`config.mk`:
```
export PLATFORM = sky130hd
export DESIGN_NAME = alu_exec_unit
export DESIGN_NICKNAME = d
export VERILOG_FILES = /design/src/rtl/alu_pkg.sv /design/src/rtl/alu_comb_core.sv /design/src/rtl/alu_exec_unit.sv
export SDC_FILE = /design/constraint.sdc
export NUM_CORES = 1
export LEC_CHECK = 0
export ABC_AREA = 1
export CAP_MARGIN = 10
export CORE_MARGIN = 4
export CORE_UTILIZATION = 30
export CTS_CLUSTER_DIAMETER = 50
export DETAILED_ROUTE_END_ITERATION = 12
export PLACE_DENSITY = 0.58
export SLEW_MARGIN = 20
export SYNTH_ARGS = -nofsm -noshare
export SYNTH_HDL_FRONTEND = slang
export SYNTH_SLANG_ARGS = --single-unit
```
`constraint.sdc`:
```
create_clock -name clk -period 2.4 [get_ports clk]
set_input_delay 0.48 -clock clk [delete_from_list [all_inputs] [get_ports clk]]
set_output_delay 0.48 -clock clk [all_outputs]
set_load 0.01 [all_outputs]
```
`src/rtl/alu_pkg.sv`:
```
`default_nettype none
// ============================================================================
// alu_pkg : ALU control codes and widths shared by the ALU decoder and exec unit
// Revision : 1.0
// ============================================================================
package alu_pkg;

    localparam int DATA_WIDTH_DEFAULT = 32;
    localparam int SHAMT_WIDTH        = 5;

    typedef enum logic [2:0] {
        ALU_ADD = 3'b000,
        ALU_SUB = 3'b001,
        ALU_SLL = 3'b010,
        ALU_SLT = 3'b011,
        ALU_XOR = 3'b100,
        ALU_SRL = 3'b101,
        ALU_OR  = 3'b110,
        ALU_AND = 3'b111
    } alu_ctrl_t;

    function automatic logic is_shift(input alu_ctrl_t ctrl);
        return (ctrl == ALU_SLL) || (ctrl == ALU_SRL);
    endfunction

endpackage
`default_nettype wire

```
`src/rtl/alu_comb_core.sv`:
```
`default_nettype none
// ============================================================================
// alu_comb_core : single-cycle ALU operations (add, sub, slt, xor, or, and)
// Revision : 1.0
// ============================================================================
module alu_comb_core
    import alu_pkg::*;
#(
    parameter int DATA_WIDTH = DATA_WIDTH_DEFAULT
) (
    input  alu_ctrl_t             ctrl_i,
    input  logic [DATA_WIDTH-1:0] a_i,
    input  logic [DATA_WIDTH-1:0] b_i,
    output logic [DATA_WIDTH-1:0] y_o
);

    logic w_lt;

    assign w_lt = ($signed(a_i) < $signed(b_i));

    // Shift codes are handled by the sequential shifter in the exec unit.
    always_comb begin
        y_o = '0;
        case (ctrl_i)
            ALU_ADD: y_o = a_i + b_i;
            ALU_SUB: y_o = a_i - b_i;
            ALU_SLT: y_o = {{(DATA_WIDTH-1){1'b0}}, w_lt};
            ALU_XOR: y_o = a_i ^ b_i;
            ALU_OR:  y_o = a_i | b_i;
            ALU_AND: y_o = a_i & b_i;
            default: y_o = '0;
        endcase
    end

endmodule
`default_nettype wire

```
`src/rtl/alu_exec_unit.sv`:
```
`default_nettype none
// ============================================================================
// alu_exec_unit : handshaked ALU with a 1-bit-per-cycle sequential shifter
// Revision : 1.0
// ============================================================================
module alu_exec_unit
    import alu_pkg::*;
#(
    parameter int DATA_WIDTH = DATA_WIDTH_DEFAULT,
    parameter int CTRL_WIDTH = 3
) (
    input  logic                  clk,
    input  logic                  rst_n,
    input  logic                  in_valid,
    output logic                  in_ready,
    input  logic [CTRL_WIDTH-1:0] alu_ctrl,
    input  logic [DATA_WIDTH-1:0] op_a,
    input  logic [DATA_WIDTH-1:0] op_b,
    output logic                  out_valid,
    input  logic                  out_ready,
    output logic [DATA_WIDTH-1:0] result,
    output logic                  zero
);

    typedef enum logic [1:0] {
        S_IDLE  = 2'd0,
        S_SHIFT = 2'd1,
        S_DONE  = 2'd2
    } state_t;

    state_t                  state_q, state_d;
    alu_ctrl_t               ctrl_q, ctrl_d;
    logic [SHAMT_WIDTH-1:0]  cnt_q, cnt_d;
    logic [DATA_WIDTH-1:0]   result_q, result_d;
    logic                    zero_q, zero_d;

    alu_ctrl_t               w_ctrl;
    logic [SHAMT_WIDTH-1:0]  w_shamt;
    logic                    w_accept;
    logic [DATA_WIDTH-1:0]   w_core_y;

    assign w_ctrl   = alu_ctrl_t'(alu_ctrl[2:0]);
    assign w_shamt  = op_b[SHAMT_WIDTH-1:0];
    assign w_accept = in_valid && (state_q == S_IDLE);

    function automatic logic [DATA_WIDTH-1:0] shift1(
        input logic [DATA_WIDTH-1:0] v,
        input logic                  left
    );
        return left ? (v << 1) : (v >> 1);
    endfunction

    alu_comb_core #(
        .DATA_WIDTH (DATA_WIDTH)
    ) u_core (
        .ctrl_i (w_ctrl),
        .a_i    (op_a),
        .b_i    (op_b),
        .y_o    (w_core_y)
    );

    always_comb begin
        state_d  = state_q;
        ctrl_d   = ctrl_q;
        cnt_d    = cnt_q;
        result_d = result_q;
        case (state_q)
            S_IDLE: begin
                if (w_accept) begin
                    ctrl_d = w_ctrl;
                    if (is_shift(w_ctrl) && (w_shamt != '0)) begin
                        // First bit moves on the accept edge so latency equals shamt.
                        result_d = shift1(op_a, w_ctrl == ALU_SLL);
                        cnt_d    = w_shamt - SHAMT_WIDTH'(1);
                        state_d  = (w_shamt == SHAMT_WIDTH'(1)) ? S_DONE : S_SHIFT;
                    end else begin
                        result_d = is_shift(w_ctrl) ? op_a : w_core_y;
                        cnt_d    = '0;
                        state_d  = S_DONE;
                    end
                end
            end
            S_SHIFT: begin
                result_d = shift1(result_q, ctrl_q == ALU_SLL);
                cnt_d    = cnt_q - SHAMT_WIDTH'(1);
                if (cnt_q == SHAMT_WIDTH'(1)) begin
                    state_d = S_DONE;
                end
            end
            S_DONE: begin
                if (out_ready) begin
                    state_d = S_IDLE;
                end
            end
            default: state_d = S_IDLE;
        endcase
        zero_d = (result_d == '0);
    end

    always_ff @(posedge clk) begin
        if (!rst_n) begin
            state_q  <= S_IDLE;
            ctrl_q   <= ALU_ADD;
            cnt_q    <= '0;
            result_q <= '0;
            zero_q   <= 1'b1;
        end else begin
            state_q  <= state_d;
            ctrl_q   <= ctrl_d;
            cnt_q    <= cnt_d;
            result_q <= result_d;
            zero_q   <= zero_d;
        end
    end

    assign in_ready  = (state_q == S_IDLE);
    assign out_valid = (state_q == S_DONE);
    assign result    = result_q;
    assign zero      = zero_q;

endmodule
`default_nettype wire

```
==> results of run 1 <==
==> flip-flops by register name, indices dropped and copies added, names as in the netlist <==
name     count
result      32
cnt_q        5
ctrl_q       3
state_q      2
zero         1
==> tightest hold or removal path, cell delays in order (launching register included) <==
cell and delay (ps):
dfxtp_1 310, o21ai_0 150, a21oi_1 40
==> final timing paths <==
kind                                 end
setup / recovery         zero$_SDFF_PN1_
setup reg to reg         zero$_SDFF_PN1_
hold reg to reg   ctrl_q[0]$_SDFFE_PN0P_
hold / removal    ctrl_q[0]$_SDFFE_PN0P_
==> per-stage QoR <==
| step | utilization, % | hold WS [ps] |
|---|---|---|
| after floorplan | - | 501.2 |
| after global placement | 44.63 | 523.3 |
| after detailed placement | 44.63 | 531.9 |
| after CTS | 53.57 | 549.1 |
| after global routing | 57.87 | 584.9 |
| final | 57.87 | 548.3 |
==> per-layer routing <==
metal	up-vias	GRT usage, %	share of wire, %
li1	7376	-	-
met1	7076	36.10	41
met2	534	50.38	48
met3	152	2.611	5.5
met4	2	11.46	5.5
met5	-	0	0.024
==> report_power, final <==
part           switching [W]  internal, W
registers           0.000127     0.000829
logic                0.00291      0.00242
clock network       0.000312     0.000443
==> placed cells by master (no fill, tap or decap), drive strengths merged, types with 38 or more instances in the layout <==
master         Yosys  final
clkdlybuf4s50      0     38
o21ai            107    107
ha               107    107
nand2            616    616
a21oi            157    157
inv              317    317
buf               55    602
nor2             176    176
dfxtp             43     43
nand3            185    185
==> final cells by class <==
type | instances | area, um2
multi-input combinational | 1491 | 10610
clock buffer | 7 | 152.6
timing repair buffer | 655 | 5535
clock inverter | 1 | 7.507
inverter | 318 | 1256
tap | 442 | 553.0
fill | 3191 | 13810
sequential | 43 | 860.8
==> cells by family (layout without fill, tap and decap cells) <==
logic type | Yosys count | after routing | share of synthesized area, %
XOR/XNOR | 2 | 2 | 0.1742
flip-flops | 43 | 43 | 8.557
AND/OR/NAND/NOR | 1036 | 1036 | 42.50
buffers and inverters | 402 | 981 | 15.98
adder cells (fa/ha/maj) | 109 | 109 | 13.71
AO/OA/AOI/OAI | 344 | 344 | 19.08
==> timing repair <==
item,in CTS,in global routing
pin swaps,243,221
setup buffers,97,36
endpoints found under the hold margin,0,0
gates resized for setup,904,354
setup endpoints to repair,31,24
==> metrics.md, run 1 <==
| Metric | Value |
|---|---|
| Cell Area, Synth | 10060 um2 |
| # diodes | 0 |
| Synth top area share | 22.84% |
| Clk sink count | 43 |
| Max-slew violations | 0 |
| Placement Setup Slack | -1370 ps |
| Slowest CP cell | fa_2 |
| CTS tree | built |
| Worst vdd ir | 0.0003124 V |
| Top post-synthesis cells by area | nand2_1, ha_1, inv_1 |
| DR vias/cell | 5.120 |
| # Max-Cap Violations | 0 |
| Period utilisation layout | 110.0% |
| Fin Clk Skew | 4.925 ps |
| Effective utilization at floorplan | 30.68% |
| Area growth, synth to finish | 88.59% |
| Layout net count | 2694 |
| Clk_lat worst skew | 300 ps |
| CTS Buffer Depth | 2 |
| Post-DP HPWL | 43730 um |
| Measured slew at the worst slew-check pin | 465.4 ps |
| Launch point of the worst reg-to-reg path | state_q[0]$_SDFFE_PN0P_ |
| Setup tns final | -709.7 ps |
| Normalized max-slew margin | 68.98% |
| DRC Markers | 0 |
| Die height | 191.1 um |
| Worst setup path startpoint | op_a[1] |
| FMAX | 378.9 MHz |
| Reg-to-reg setup timing slack | 40 ps |
| Final Hold Violating Endpoints | 0 |
| Final non-filler cell total | 2957 |
| Asr flop ratio synth | 0% |
| # IOs | 106 |
| Kind of critical path | in -> reg |
| Final worst slack | -239.0 ps |
| Post-DP Area | 14630 um2 |
| Finished Cell Area | 18970 um2 |
| Port buffer count | 105 |
| Power Dens Cells | 371.4 nW/um2 |
| Total placed cells including tap cells | 2829 |
| CP max stage delay | 420 ps |
| Cell count after synthesis | 1936 |
| Largest net degree at the start of global routing | 35 |
| Crit. End Element | flip-flop |
| Synthesized Nets | 2116 |
| Final Setup Violations | 8 |
| Vias in the first global route | 14780 |
| Worst path cell trace | buf_6, buf_6, buf_6, fa_2, nand2_2, nand2_4, nand4_1, nand2_2, buf_4, nand3_2, buf_4, nand4_1, nand3_2, nand3_2, nand2_1, nand2_1, a21oi_2, nand3_1, nor2_1, nand3_1, nand2_1 |
| Worst hold path class | reg -> reg |
| Iter 0 DRT Violations | 1128 |
| GRT Util Overall | 28.67% |
| Fraction of layout instances using a drive strength above 1 | 51.85% |
| Worst Hold Launch | ctrl_q[0]$_SDFFE_PN0P_ |
| Worst path required time | 2640 ps |
| Final Power | 0.007045 W |
| Clk root buf | clkbuf_16 |
| Hold depth | 2 |
| CP delay by family, top | simple AND/OR/NAND/NOR gates |
| CTS clk-pin slew, worst paths | 60 ps |
| Global-route wire length before repair | 81900 um |
| Cell taking the most area after synthesis | nand2_1 |
| Cell depth of the worst flop-to-flop path | 15 |
| Yosys cell types | 41 |
| Post-synth EDFFs | 0 |
| Yosys reg bits | 43 |
| H-tree levels | 2 |
| Cell with the most instances after synthesis | nand2_1 |
| Synth Area per Inst | 5.196 um2 |
| Total CTS buffers | 5 |
| Antenna violations before repair | 1 |
| Row cnt | 66 |
| Crit Path Max Fanout | 3 |
| Post-synthesis sequential area ratio | 8.557% |
| Leak | 9.428 nW |
| Tmin final | 2639 ps |
| Total gr overflow | 0 |
| Number of synthesis warnings | 0 |
| WP data arrival | 2880 ps |
| Hold bufs inserted after CTS | 0 |
| CP Depth | 21 |
| Routed len/inst | 18.63 um |
| Outcome | finished, violations left |
| Top FF cell, synth | dfxtp_1 |
| Failing checks | negative setup slack |
| Final GP Congestion | 0.9575 |
| Unrepaired setup endpoints after global routing | yes |
| Post-synth top cells | nand2_1, inv_1, nand3_1, nor2_1, a21oi_1 |
| Worst path buffer plus inverter count | 5 |
| WL final | 55100 um |
| Initial DRT Pass Iterations | 5 |
| Die X | 191.1 um |
| ANT nets after route | 0 |
| Core area | 32780 um2 |
| Via Count | 15140 |
| Worst Setup Start Kind | input port |
| Die area | 36520 um2 |
Note: power is estimated with default switching activity, not from simulation.
==> run 2: changes to the inputs <==
- DONT_BUFFER_PORTS: default -> 1
- PLACE_DENSITY: 0.58 -> 0.54
==> metrics.md, run 2 (synthesized netlist as in run 1, its figures left out) <==
| Metric | Value |
|---|---|
| Worst Setup Start Kind | input port |
| Clk sink count | 43 |
| Total gr overflow | 0 |
| WL final | 52410 um |
| Outcome | finished, violations left |
| Comb pwr share | 71.3% |
| Final worst slack | -135.0 ps |
| Post-DP HPWL | 43010 um |
| Crit. End Element | flip-flop |
| DR vias/cell | 5.239 |
| GRT met2 Usage | 46.97% |
| Flop pwr share | 16.8% |
| # diodes | 0 |
| Die X | 191.1 um |
| Crit Path Max Fanout | 3 |
| CTS clk-pin slew, worst paths | 60 ps |
| Met3 Usage GRT | 3.798% |
| Worst path buffer plus inverter count | 3 |
| Filler cells | 3514 |
| Kind of critical path | in -> reg |
| Initial DRT Pass Iterations | 6 |
| Die height | 191.1 um |
| Fraction of layout instances using a drive strength above 1 | 38.91% |
| H-tree levels | 2 |
| Core area | 32780 um2 |
| WP data arrival | 2780 ps |
| # Max-Cap Violations | 0 |
| Routed len/inst | 19.22 um |
| CP max stage delay | 380 ps |
| Tmin final | 2535 ps |
| Commonest cells after routing, fill and taps aside | nand2_1, buf_4, inv_1, a21oi_1 |
| Area growth, synth to finish | 57.61% |
| Failing checks | negative setup slack |
| CTS tree | built |
| Fin Clk Skew | 7.971 ps |
| # IOs | 106 |
| Worst vdd ir | 0.0003124 V |
| Clk_lat worst skew | 300 ps |
| CTS Buffer Depth | 2 |
| Global-route wire length before repair | 78340 um |
| Worst hold path class | in -> reg |
| Slowest CP cell | fa_2 |
| ANT nets after route | 0 |
| Power Dens Cells | 381.9 nW/um2 |
| Vias in the first global route | 13790 |
| Setup tns final | -293.6 ps |
| Layout net count | 2464 |
| Leak | 8.017 nW |
| Via Count | 14290 |
| Internal Dissipation | 0.003084 W |
| Multi-input combinational cell area | 9592 um2 |
| Worst path cell trace | inv_4, ha_4, inv_2, fa_2, buf_6, xor2_1, nor2_1, nor2_1, nand3_1, nand2_2, nand3_2, nand2_2, nand2_1, nor2_1, nand2_1, nor2_1, nand3_1, nor2_1, nand2_1, nor2_1, nand3_1, nand2_1 |
| Largest net degree at the start of global routing | 35 |
| Worst Hold Launch | rst_n |
| Most used cell, CP | nor2_1 |
| Max-slew violations | 0 |
| GRT Util Overall | 27.57% |
| Launch point of the worst reg-to-reg path | state_q[0]$_SDFFE_PN0P_ |
| Unrepaired setup endpoints after global routing | yes |
| Final Hold Violating Endpoints | 0 |
| Worst path required time | 2640 ps |
| Hold bufs inserted after CTS | 0 |
| FMAX | 394.5 MHz |
| Measured slew at the worst slew-check pin | 1104 ps |
| Port buffer count | 0 |
| Row cnt | 66 |
| Clk root buf | clkbuf_16 |
| Clock share of power | 11.9% |
| Switching pwr | 0.002972 W |
| Fin util | 48.36% |
| GR peak layer | met2 |
| CP delay by family, top | simple AND/OR/NAND/NOR gates |
| Period utilisation layout | 105.6% |
| Total CTS buffers | 5 |
| Antenna violations before repair | 1 |
| Placement Setup Slack | -788.4 ps |
| Die area | 36520 um2 |
| Sw Share | 49.07% |
| Final Setup Violations | 4 |
| FF/Latch Area | 860.8 um2 |
| Normalized max-slew margin | 25.95% |
| DRC Markers | 0 |
| Effective utilization at floorplan | 30.68% |
| Iter 0 DRT Violations | 1175 |
| GRT met1 Usage | 35.02% |
| Leading cell type in the layout, fill and taps excluded | nand2_1 |
| Worst setup path startpoint | op_a[0] |
| Max reg flops | 32 |
| Final GP Congestion | 0.9870 |
[run 2: cell count changes in the layout (fill, tap and decap cells not counted), moves of 22 or more]
cell / previous run / this run
nor2_1: 90 / 116
nor2_4: 57 / 35
nand2_1: 380 / 461
clkdlybuf4s50_1: 38 / 0
nand2_4: 64 / 37
buf_6: 102 / 22
nand2_2: 170 / 117
inv_2: 124 / 63
buf_4: 472 / 386
inv_1: 170 / 242
[run 2: routing by layer]
metal | vias to the layer above | part of all wire (%)
met5 | - | 0
met2 | 577 | 46
met3 | 121 | 7.1
li1 | 6903 | -
met1 | 6685 | 41
met4 | 0 | 5.2
[run 2: cell type report]
| type | count | share of cell area (%) |
|---|---|---|
| multi-input combinational | 1491 | 60.50 |
| inverter | 318 | 7.789 |
| clock buffer | 5 | 0.7891 |
| sequential | 43 | 5.429 |
| clock inverter | 3 | 0.1499 |
| tap | 442 | 3.488 |
| timing repair buffer | 425 | 21.86 |
[run 2: repair_timing]
| action | in CTS | in global routing |
|---|---|---|
| hold endpoints to repair | 0 | 0 |
| gates cloned | 0 | 0 |
| setup buffers | 41 | 8 |
| gates resized for setup | 413 | 160 |
| pin swaps | 130 | 94 |
| endpoints found under the setup margin | 20 | 17 |
[run 2: final timing paths]
path	end	slack, ps	depth (start not counted)
max	zero$_SDFF_PN1_	-130	22
min	zero$_SDFF_PN1_	250	1
max reg2reg	result[2]$_SDFF_PN0_	130	13
min reg2reg	cnt_q[0]$_SDFFE_PN0P_	540	2
[run 2: per-stage QoR]
stage / area, um2 / total power, W / cells / hold slack, ps
after floorplan: 10110 / 0.002828 / 1936 / 501.2
after global placement: 13260 / 0.004408 / 2673 / 527.9
after detailed placement: 13260 / 0.004417 / 2673 / 534.9
after CTS: 15230 / 0.005751 / 2720 / 253.1
after global routing: 15860 / 0.006462 / 2727 / 242.8
final: 15860 / 0.006056 / 2727 / 251.0
[run 2: power groups by stage]
stage	clock [W]	combinational (W)	sequential (W)
after floorplan	0	0.00186	0.000970
after global placement	0	0.00338	0.00103
after detailed placement	0	0.00338	0.00103
after CTS	0.000732	0.00400	0.00102
after global routing	0.000765	0.00467	0.00103
final	0.000721	0.00432	0.00102
==> run 3: changes to the inputs <==
- ABC_AREA: 1 -> default
- CORE_MARGIN: 4 -> default
==> metrics.md, run 3 <==
| Metric | Value |
|---|---|
| CTS clk-pin slew, worst paths | 70 ps |
| Clk_lat worst skew | 290 ps |
| Clk sink count | 43 |
| CTS Buffer Depth | 2 |
| Synth Area per Inst | 6.590 um2 |
| Effective utilization at floorplan | 30.51% |
| Iter 0 DRT Violations | 1433 |
| Layout net count | 1983 |
| FMAX | 295.8 MHz |
| Crit Path Max Fanout | 7 |
| Leak | 6.325 nW |
| Port buffer count | 0 |
| Leading cell type in the layout, fill and taps excluded | buf_4 |
| Number of synthesis warnings | 0 |
| Final Hold Violating Endpoints | 0 |
| Yosys cell types | 93 |
| Flop pwr share | 16.4% |
| Final GP Congestion | 0.9863 |
| Routed len/inst | 22.53 um |
| Fraction of layout instances using a drive strength above 1 | 38.41% |
| DR vias/cell | 5.970 |
| Post-DP Area | 13090 um2 |
| Area growth, synth to finish | 57.21% |
| Power Dens Cells | 389.2 nW/um2 |
| Tmin final | 3380 ps |
| Commonest cells after routing, fill and taps aside | buf_4, nand2_1, a21oi_1, nor2_1, inv_1 |
| Yosys reg bits | 43 |
| CTS tree | built |
| Post-synth top cells | a21oi_1, nand2_1, nor2_1, inv_1, ha_1 |
| Outcome | finished, violations left |
| Via Count | 13130 |
| Synth top area share | 14.35% |
| # IOs | 106 |
| Setup tns final | -8640 ps |
| Initial DRT Pass Iterations | 6 |
| # diodes | 0 |
| Comb pwr share | 67.7% |
| H-tree levels | 2 |
| Largest net degree at the start of global routing | 60 |
| Worst hold path class | in -> reg |
| DRC Markers | 0 |
| Total CTS buffers | 5 |
| Sw Share | 43.48% |
| Final Setup Violations | 20 |
| WL final | 49560 um |
| Synthesized Nets | 1596 |
| ANT nets after route | 0 |
| Max-slew violations | 0 |
| Finished Cell Area | 14670 um2 |
| Row cnt | 64 |
| Antenna violations before repair | 0 |
| Unrepaired setup endpoints after global routing | yes |
| Die area | 31810 um2 |
| FF/Latch Area | 860.8 um2 |
| Cell Area, Synth | 9331 um2 |
| Hold bufs inserted after CTS | 0 |
| Post-DP HPWL | 39080 um |
| Die X | 178.4 um |
| Post-synth EDFFs | 0 |
| Asr flop ratio synth | 0% |
| Switching pwr | 0.002483 W |
| Failing checks | negative setup slack |
| Period utilisation layout | 140.9% |
| Post-synthesis sequential area ratio | 9.225% |
| Filler cells | 3039 |
| Final worst slack | -980.4 ps |
| Global-route wire length before repair | 73530 um |
| Vias in the first global route | 12560 |
| Internal Dissipation | 0.003227 W |
| Cell with the most instances after synthesis | a21oi_1 |
| Core area | 30590 um2 |
| Top post-synthesis cells by area | ha_1, dfxtp_1, a21oi_1 |
| Worst Setup Start Kind | input port |
| Clk root buf | clkbuf_16 |
| Clock share of power | 15.8% |
| Hold_ws | 263.7 ps |
| Fin Clk Skew | 7.145 ps |
| # Max-Cap Violations | 0 |
| Kind of critical path | in -> reg |
| Top FF cell, synth | dfxtp_1 |
| Measured slew at the worst slew-check pin | 583.9 ps |
| Cell count after synthesis | 1416 |
| Die height | 178.4 um |
| Crit. End Element | flip-flop |
| Worst path required time | 2620 ps |
| Worst vdd ir | 0.0002547 V |
| GRT Util Overall | 30.10% |
| Normalized max-slew margin | 60.66% |
| Max reg flops | 32 |
| Cell taking the most area after synthesis | ha_1 |
| WP data arrival | 3600 ps |
| Multi-input combinational cell area | 8846 um2 |
| Total gr overflow | 0 |
-- run 3: logic make-up after synthesis --
group                      count (synthesis)  share of synthesized area [%]
DFF                                       43                          9.225
xor gates and xnor gates                  18                          1.689
AOI/OAI and AO/OA                        514                          36.58
and+or+nand+nor                          483                          24.81
buffers and inverters                    213                          9.037
adders and majority gates                109                          14.78
muxes                                     36                          3.888
-- run 3: final cells by class --
class / instances / area share, %
inverter: 116 / 3.548
clock inverter: 2 / 0.4094
tap: 396 / 3.377
sequential: 43 / 5.868
clock buffer: 6 / 0.8785
multi-input combinational: 1161 / 60.30
timing repair buffer: 476 / 25.62
-- run 3: repair_timing --
item,CTS,global route
pin swaps,82,72
resized for setup,142,76
setup endpoints to repair,23,24
gates cloned,0,1
buffers inserted,35,22
-- run 3: critical path: stages --
cell      delay (ps)
inv_8             10
ha_4             260
nor4_4           350
nand2_2          100
buf_6            130
o31ai_4          320
o21ai_2          130
a211o_4          400
buf_6            140
o311ai_4         280
a21oi_2          100
a221o_1          340
a21oi_2          200
o21ai_1          130
o31ai_2          210
-- run 3: per-stage QoR --
stage	worst slack (ps)	total power (W)	util, %	cells
global route	-1052	0.005978	47.96	2200
finish	-980.4	0.005710	47.96	2200
CTS	-849.6	0.005439	46.20	2181
floorplan	-816.2	0.002686	-	1416
global placement	-1442	0.004251	42.78	2147
detailed placement	-1431	0.004264	42.78	2147
-- run 3: routing by layer --
layer	vias to the layer above	wire length, um	GRT usage (%)
li1	5956	-	-
met3	178	4637	4.497
met4	0	2665	13.31
met1	6199	20180	38.82
met2	801	22080	49.29
met5	-	0	0
-- run 3: power by group through the flow --
stage | Sequential (W) | Combinational, W | Clock [W]
final | 0.000939 | 0.00387 | 0.000905
after global routing | 0.000947 | 0.00409 | 0.000937
after CTS | 0.000932 | 0.00360 | 0.000904
after detailed placement | 0.000947 | 0.00332 | 0
after global placement | 0.000947 | 0.00330 | 0
after floorplan | 0.000939 | 0.00175 | 0
-- run 3: path summary, 6_finish.rpt --
check | start | to | slack (ps) | cells after the start
setup / recovery | op_a[5] | zero$_SDFF_PN1_ | -980 | 15
hold / removal | rst_n | zero$_SDFF_PN1_ | 260 | 1
setup reg to reg | state_q[0]$_SDFFE_PN0P_ | zero$_SDFF_PN1_ | -750 | 12
hold reg to reg | cnt_q[3]$_SDFFE_PN0P_ | cnt_q[3]$_SDFFE_PN0P_ | 470 | 2
